==> config.mk <==
export PLATFORM = sky130hd
export DESIGN_NAME = rf_writeback_arbiter
export DESIGN_NICKNAME = d
export VERILOG_FILES = /design/src/rtl/rf_writeback_arbiter.sv
export SDC_FILE = /design/constraint.sdc
export NUM_CORES = 1
export LEC_CHECK = 0
export CAP_MARGIN = 0
export CORE_MARGIN = 2
export CORE_UTILIZATION = 25
export DETAILED_ROUTE_END_ITERATION = 10
export GPL_TIMING_DRIVEN = 0
export MAX_ROUTING_LAYER = met4
export PLACE_DENSITY = 0.52
export REMOVE_ABC_BUFFERS = 1
export SKIP_CTS_REPAIR_TIMING = 1
export SYNTH_ARGS = -nofsm -noshare
export SYNTH_HDL_FRONTEND = slang
export SYNTH_SLANG_ARGS = --single-unit
==> constraint.sdc <==
create_clock -name clk -period 2.52 [get_ports clk]
set_input_delay 0.63 -clock clk [delete_from_list [all_inputs] [get_ports clk]]
set_output_delay 0.63 -clock clk [all_outputs]
set_load 0.02 [all_outputs]
==> src/rtl/rf_writeback_arbiter.sv <==
// rf_writeback_arbiter
//   Collects completed results from the ALU, FPU and load unit and serialises
//   them onto the single register-file write port, one write per cycle.
//   Each producer feeds a DEPTH-entry FIFO. A fixed-priority arbiter
//   (mem > fpu > alu) drains the FIFOs. A source that has lost arbitration
//   STARVE_LIMIT times in a row becomes urgent and beats non-urgent sources.
//
// Ports
//   clk, rstn                   clock (rising edge), async active-low reset
//   {alu,fpu,mem}_valid/_ready  per-producer handshake (transfer on valid & ready)
//   {alu,fpu,mem}_fmode/_reg/_data  destination file, register, result
//   wenable/wfmode/wreg/wdata   registered register-file write port
//   chk_fmode/chk_reg           pending-write query from issue
//   chk_pending                 query hits a buffered or outgoing write (combinational)
//   idle                        all FIFOs empty and no write on the port
module rf_writeback_arbiter #(
  parameter int DEPTH        = 2,
  parameter int STARVE_LIMIT = 4
) (
  input  logic        clk,
  input  logic        rstn,
  input  logic        alu_valid,
  output logic        alu_ready,
  input  logic        alu_fmode,
  input  logic [4:0]  alu_reg,
  input  logic [31:0] alu_data,
  input  logic        fpu_valid,
  output logic        fpu_ready,
  input  logic        fpu_fmode,
  input  logic [4:0]  fpu_reg,
  input  logic [31:0] fpu_data,
  input  logic        mem_valid,
  output logic        mem_ready,
  input  logic        mem_fmode,
  input  logic [4:0]  mem_reg,
  input  logic [31:0] mem_data,
  output logic        wenable,
  output logic        wfmode,
  output logic [4:0]  wreg,
  output logic [31:0] wdata,
  input  logic        chk_fmode,
  input  logic [4:0]  chk_reg,
  output logic        chk_pending,
  output logic        idle
);
  localparam int AW  = $clog2(DEPTH);
  localparam int PW  = AW + 1;
  localparam int EW  = 38;  // {fmode, reg[4:0], data[31:0]}
  localparam int NS  = 3;
  localparam int ALU = 0;
  localparam int FPU = 1;
  localparam int MEM = 2;

  logic [NS-1:0]          in_valid;
  logic [NS-1:0][EW-1:0]  in_entry;
  logic [EW-1:0]          fifo_q [NS][DEPTH];
  logic [NS-1:0][PW-1:0]  wr_ptr_q, wr_ptr_d, rd_ptr_q, rd_ptr_d, count;
  logic [NS-1:0][3:0]     wait_q, wait_d;
  logic [NS-1:0]          nonempty, full, push, urgent, cand, grant;
  logic [EW-1:0]          sel;
  logic                   wenable_q, wenable_d, wfmode_q, wfmode_d;
  logic [4:0]             wreg_q, wreg_d;
  logic [31:0]            wdata_q, wdata_d;
  logic                   hit;
  logic [PW-1:0]          idx;

  assign in_valid      = {mem_valid, fpu_valid, alu_valid};
  assign in_entry[ALU] = {alu_fmode, alu_reg, alu_data};
  assign in_entry[FPU] = {fpu_fmode, fpu_reg, fpu_data};
  assign in_entry[MEM] = {mem_fmode, mem_reg, mem_data};

  // Occupancy comes from registered pointers only, so ready never reflects
  // a same-cycle pop.
  always_comb begin
    for (int s = 0; s < NS; s++) begin
      count[s]    = wr_ptr_q[s] - rd_ptr_q[s];
      nonempty[s] = (count[s] != '0);
      full[s]     = (count[s] == PW'(DEPTH));
      push[s]     = in_valid[s] & ~full[s];
    end
  end

  assign alu_ready = ~full[ALU];
  assign fpu_ready = ~full[FPU];
  assign mem_ready = ~full[MEM];

  // Urgent sources form the candidate set when any exist; otherwise every
  // non-empty source competes. Fixed priority then picks one.
  always_comb begin
    urgent = '0;
    grant  = '0;
    for (int s = 0; s < NS; s++)
      urgent[s] = nonempty[s] && (wait_q[s] >= 4'(STARVE_LIMIT));
    cand = (|urgent) ? urgent : nonempty;
    if (cand[MEM])      grant[MEM] = 1'b1;
    else if (cand[FPU]) grant[FPU] = 1'b1;
    else if (cand[ALU]) grant[ALU] = 1'b1;
  end

  always_comb begin
    sel = '0;
    for (int s = 0; s < NS; s++)
      if (grant[s]) sel = fifo_q[s][rd_ptr_q[s][AW-1:0]];
  end

  always_comb begin
    for (int s = 0; s < NS; s++) begin
      wr_ptr_d[s] = wr_ptr_q[s] + PW'(push[s]);
      rd_ptr_d[s] = rd_ptr_q[s] + PW'(grant[s]);
      if (grant[s] || !nonempty[s]) wait_d[s] = 4'd0;
      else if (wait_q[s] == 4'd15)  wait_d[s] = 4'd15;
      else                          wait_d[s] = wait_q[s] + 4'd1;
    end
  end

  // Integer x0 is popped like any entry but never strobes the write port.
  always_comb begin
    wenable_d = 1'b0;
    wfmode_d  = wfmode_q;
    wreg_d    = wreg_q;
    wdata_d   = wdata_q;
    if (|grant) begin
      wenable_d                    = sel[EW-1] | (|sel[EW-2:32]);
      {wfmode_d, wreg_d, wdata_d}  = sel;
    end
  end

  always_ff @(posedge clk or negedge rstn) begin
    if (!rstn) begin
      wr_ptr_q  <= '0;
      rd_ptr_q  <= '0;
      wait_q    <= '0;
      wenable_q <= 1'b0;
      wfmode_q  <= 1'b0;
      wreg_q    <= '0;
      wdata_q   <= '0;
    end else begin
      wr_ptr_q  <= wr_ptr_d;
      rd_ptr_q  <= rd_ptr_d;
      wait_q    <= wait_d;
      wenable_q <= wenable_d;
      wfmode_q  <= wfmode_d;
      wreg_q    <= wreg_d;
      wdata_q   <= wdata_d;
    end
  end

  // FIFO storage: validity is tracked by the pointers, so no reset needed.
  always_ff @(posedge clk) begin
    for (int s = 0; s < NS; s++)
      if (push[s]) fifo_q[s][wr_ptr_q[s][AW-1:0]] <= in_entry[s];
  end

  // Walk each FIFO from its head; only the first count[s] slots are live.
  always_comb begin
    hit = 1'b0;
    idx = '0;
    for (int s = 0; s < NS; s++) begin
      for (int k = 0; k < DEPTH; k++) begin
        idx = rd_ptr_q[s] + PW'(k);
        if ((PW'(k) < count[s]) &&
            (fifo_q[s][idx[AW-1:0]][EW-1:32] == {chk_fmode, chk_reg}))
          hit = 1'b1;
      end
    end
    if (wenable_q && ({wfmode_q, wreg_q} == {chk_fmode, chk_reg})) hit = 1'b1;
    if (!chk_fmode && (chk_reg == 5'd0)) hit = 1'b0;
  end

  assign chk_pending = hit;
  assign wenable     = wenable_q;
  assign wfmode      = wfmode_q;
  assign wreg        = wreg_q;
  assign wdata       = wdata_q;
  assign idle        = ~(|nonempty) & ~wenable_q;

endmodule
==> reports/qor.yml <==
pwr:
  clkPwrFrac: 0.206
  pwr-share-seq: 0.313
  power.density_nw_per_um2: 1540
  ir_drop_mv: 0.890
  p_leak_nw: 6.11
  intPower_mw: 15.3
  total_power_mw: 25.2
  swShare: 0.394
  pwr-share-comb: 0.481
  p_switching_mw: 9.94
sta:
  setup_slack_ns: -0.620
  tightest_slew_ns: 0.838
  fin_crit_sh: 1.25
  grt_setup_unrepaired: "yes"
  max_clock_freq_mhz: 318
  finalCriticalPeriod_ns: 3.14
  slew_viol_final: 0
  finalSetupViolCount: 46
  finalClockSkew_ns: 0.00987
  slew_headroom: 0.440
  hold_viol: 0
finish:
  nNetsFinal: 1091
  layout-drive-gt1-share: 0.158
  syn_to_final_growth_pct: 37.3
  postLayoutCoreUtil: 0.350
detailed_routing:
  drtIter0Drc: 519
  drt_pass1_iterations: 5
  vias: 7228
  wirelength_um: 36700
  routedWlPerCell_um: 23.1
  drc: 0
  postRouteAntennaNets: 0
  vias_per_cell: 4.55
yosys:
  synth-edff-count: 228
  netlist_instances: 742
  async_flop_share: 0.216
  syn_area_um2: 11900
  synth_seq_area_share: 0.707
  ys_seq_elements: 291
  ys_dominant_reg_cell: "edfxtp_1"
  synth_warnings: 0
  synth_cell_types: 40
  syn_avg_cell_area_um2: 16.1
global_route:
  grt_max_degree: 47
  grt_pass1_wl_um: 47200
  overflow: 0
  antenna_found_initial: 4
  grt_usage: 0.136
  grt_pass1_vias: 7172
floorplan:
  num_rows: 79
  die_y_um: 222
  initial_core_util: 0.255
  die_x_um: 222
  die_area_um2: 49400
  pin_count: 169
  core_um2: 46800
placed_design:
  io_buffers: 168
  dp_hpwl_um: 20700
  place_congestion: 0.723
outcome:
  status: "finished with violations"
  violations: "setup timing"
job:
  maxCapViolCount: 0
setup_path:
  cp_data_arrival_time_ns: 2.51
  cp_max_fo: 13
  startpoint_type: "flip-flop"
  critical_path_required_ns: 1.89
  worstSetupEndpointType: "output pin"
  crit_type: "reg -> out"
clock_tree:
  cts_buffers: 36
  cts_max_level: 2
  ctsLongestPathBuffers: 3
  clock_sinks: 291
  clk_pin_slew_ns: 0.06
  cts_tree: "yes"
  clk_latency_ns: 0.54
  cts_root_buf: "clkbuf_16"
hold_path:
  min_path_type: "in -> async"
[metrics by stage]
stage | TNS [ns] | instances | area (um2) | hold slack (ns) | setup WS, ns
3_3_place_gp | -1312.95 | 1476 | 14100 | 0.443 | -6.98
6_report | -9.22 | 1590 | 16400 | 0.0457 | -0.620
4_1_cts | -104.03 | 1555 | 15700 | 0.0362 | -1.70
3_5_place_dp | -97.70 | 1489 | 14500 | 0.459 | -1.30
2_1_floorplan | -443.37 | 701 | 11700 | 0.334 | -2.23
5_1_grt | -14.11 | 1590 | 16400 | 0.0530 | -0.739
[state kept, by name, indices dropped and copies added, names as in the netlist]
name,count
fifo_q,228
rd_ptr_q,6
wait_q,12
wdata,32
wenable,1
wfmode,1
wr_ptr_q,6
wreg,5
[cells by family (layout without fill, tap and decap cells)]
kind of cell,Yosys count,count (layout),share of synthesized area
DFF,291,291,0.707
muxes,133,133,0.112
AOI/OAI and AO/OA,99,100,0.0651
and+or+nand+nor,98,99,0.0377
xor gates and xnor gates,53,53,0.0415
buffers and inverters,52,287,0.0209
adders and majority gates,15,15,0.0158
other,1,5,0.000315
[power by group through the flow]
stage                     combinational, mW  sequential (mW)  clock [mW]
after floorplan                        5.09             8.51           0
after global placement                 8.07             8.62           0
after detailed placement               10.3             8.11           0
after CTS                              10.1             8.02        5.38
after global routing                   13.0             8.04        5.56
final                                  12.1             7.90        5.21
[cell usage in the layout, fill, tap and decap left out, drive strengths merged, types with 2 or more instances in the layout]
cell type      count
o21ai              3
edfxtp           228
nor4              10
clkdlybuf4s50    157
bufinv             3
xnor2             26
nor3               5
diode              4
inv               14
clkbuf            53
ha                15
nand4              7
nand3              6
a21oi             14
nor2              46
mux2i            133
o22ai             34
and2               4
a221o             32
xor2              26
buf               40
dfrtp             63
o221ai             4
clkinv            13
dlymetal6s2s       6
nand2             17
nand2b             4
a211oi             2
a211o              2
a22o               3
a31oi              2
[area by class of cell]
class | instances | area (um2)
antenna | 4 | 10.0
clock inverter | 20 | 194
fill | 4487 | 30400
inverter | 11 | 43.8
tap | 607 | 759
multi-input combinational | 401 | 3570
timing repair buffer | 210 | 2340
clock buffer | 46 | 1010
sequential | 291 | 8430
[synth_stat cells (all sizes together) (11+ instances only)]
cell type | count | area, um2
a21oi | 14 | 77.6
a221o | 32 | 320
buf | 29 | 163
clkbuf | 12 | 45.0
dfrtp | 63 | 1580
edfxtp | 228 | 6850
ha | 15 | 188
inv | 11 | 41.3
mux2i | 133 | 1330
nand2 | 16 | 65.1
nor2 | 46 | 173
o22ai | 34 | 219
xnor2 | 26 | 243
xor2 | 26 | 228
[routing by layer]
metal	part of all wire	vias to the layer above	global-route usage
li1	-	3304	-
met1	0.46	3663	0.175
met3	0.056	51	0.0300
met4	0.021	0	0.0434
met2	0.46	210	0.213
met5	0	-	-
[worst max-delay path, stage by stage, from the launching register on]
cell and delay [ns]:
dfrtp_4 0.51, buf_16 0.17, buf_4 0.15, mux2i_2 0.30
xnor2_1 0.12, nor4_2 0.31, nor4_2 0.08, a21oi_1 0.13
buf_4 0.18
[final timing paths]
check / startpoint / to / slack, ns / cells past startpoint
max: rd_ptr_q[2] / chk_pending / -0.62 / 8
min: rstn / wdata[0] / 0.05 / 1
max reg2reg: rd_ptr_q[0] / wenable / -0.32 / 6
min reg2reg: rd_ptr_q[5] / rd_ptr_q[5] / 0.48 / 1
max in group asynchronous: rstn / rd_ptr_q[4] / 1.87 / 2
min in group clk: rd_ptr_q[5] / rd_ptr_q[5] / 0.48 / 1
No activity file was read; power rests on OpenSTA's default activity.
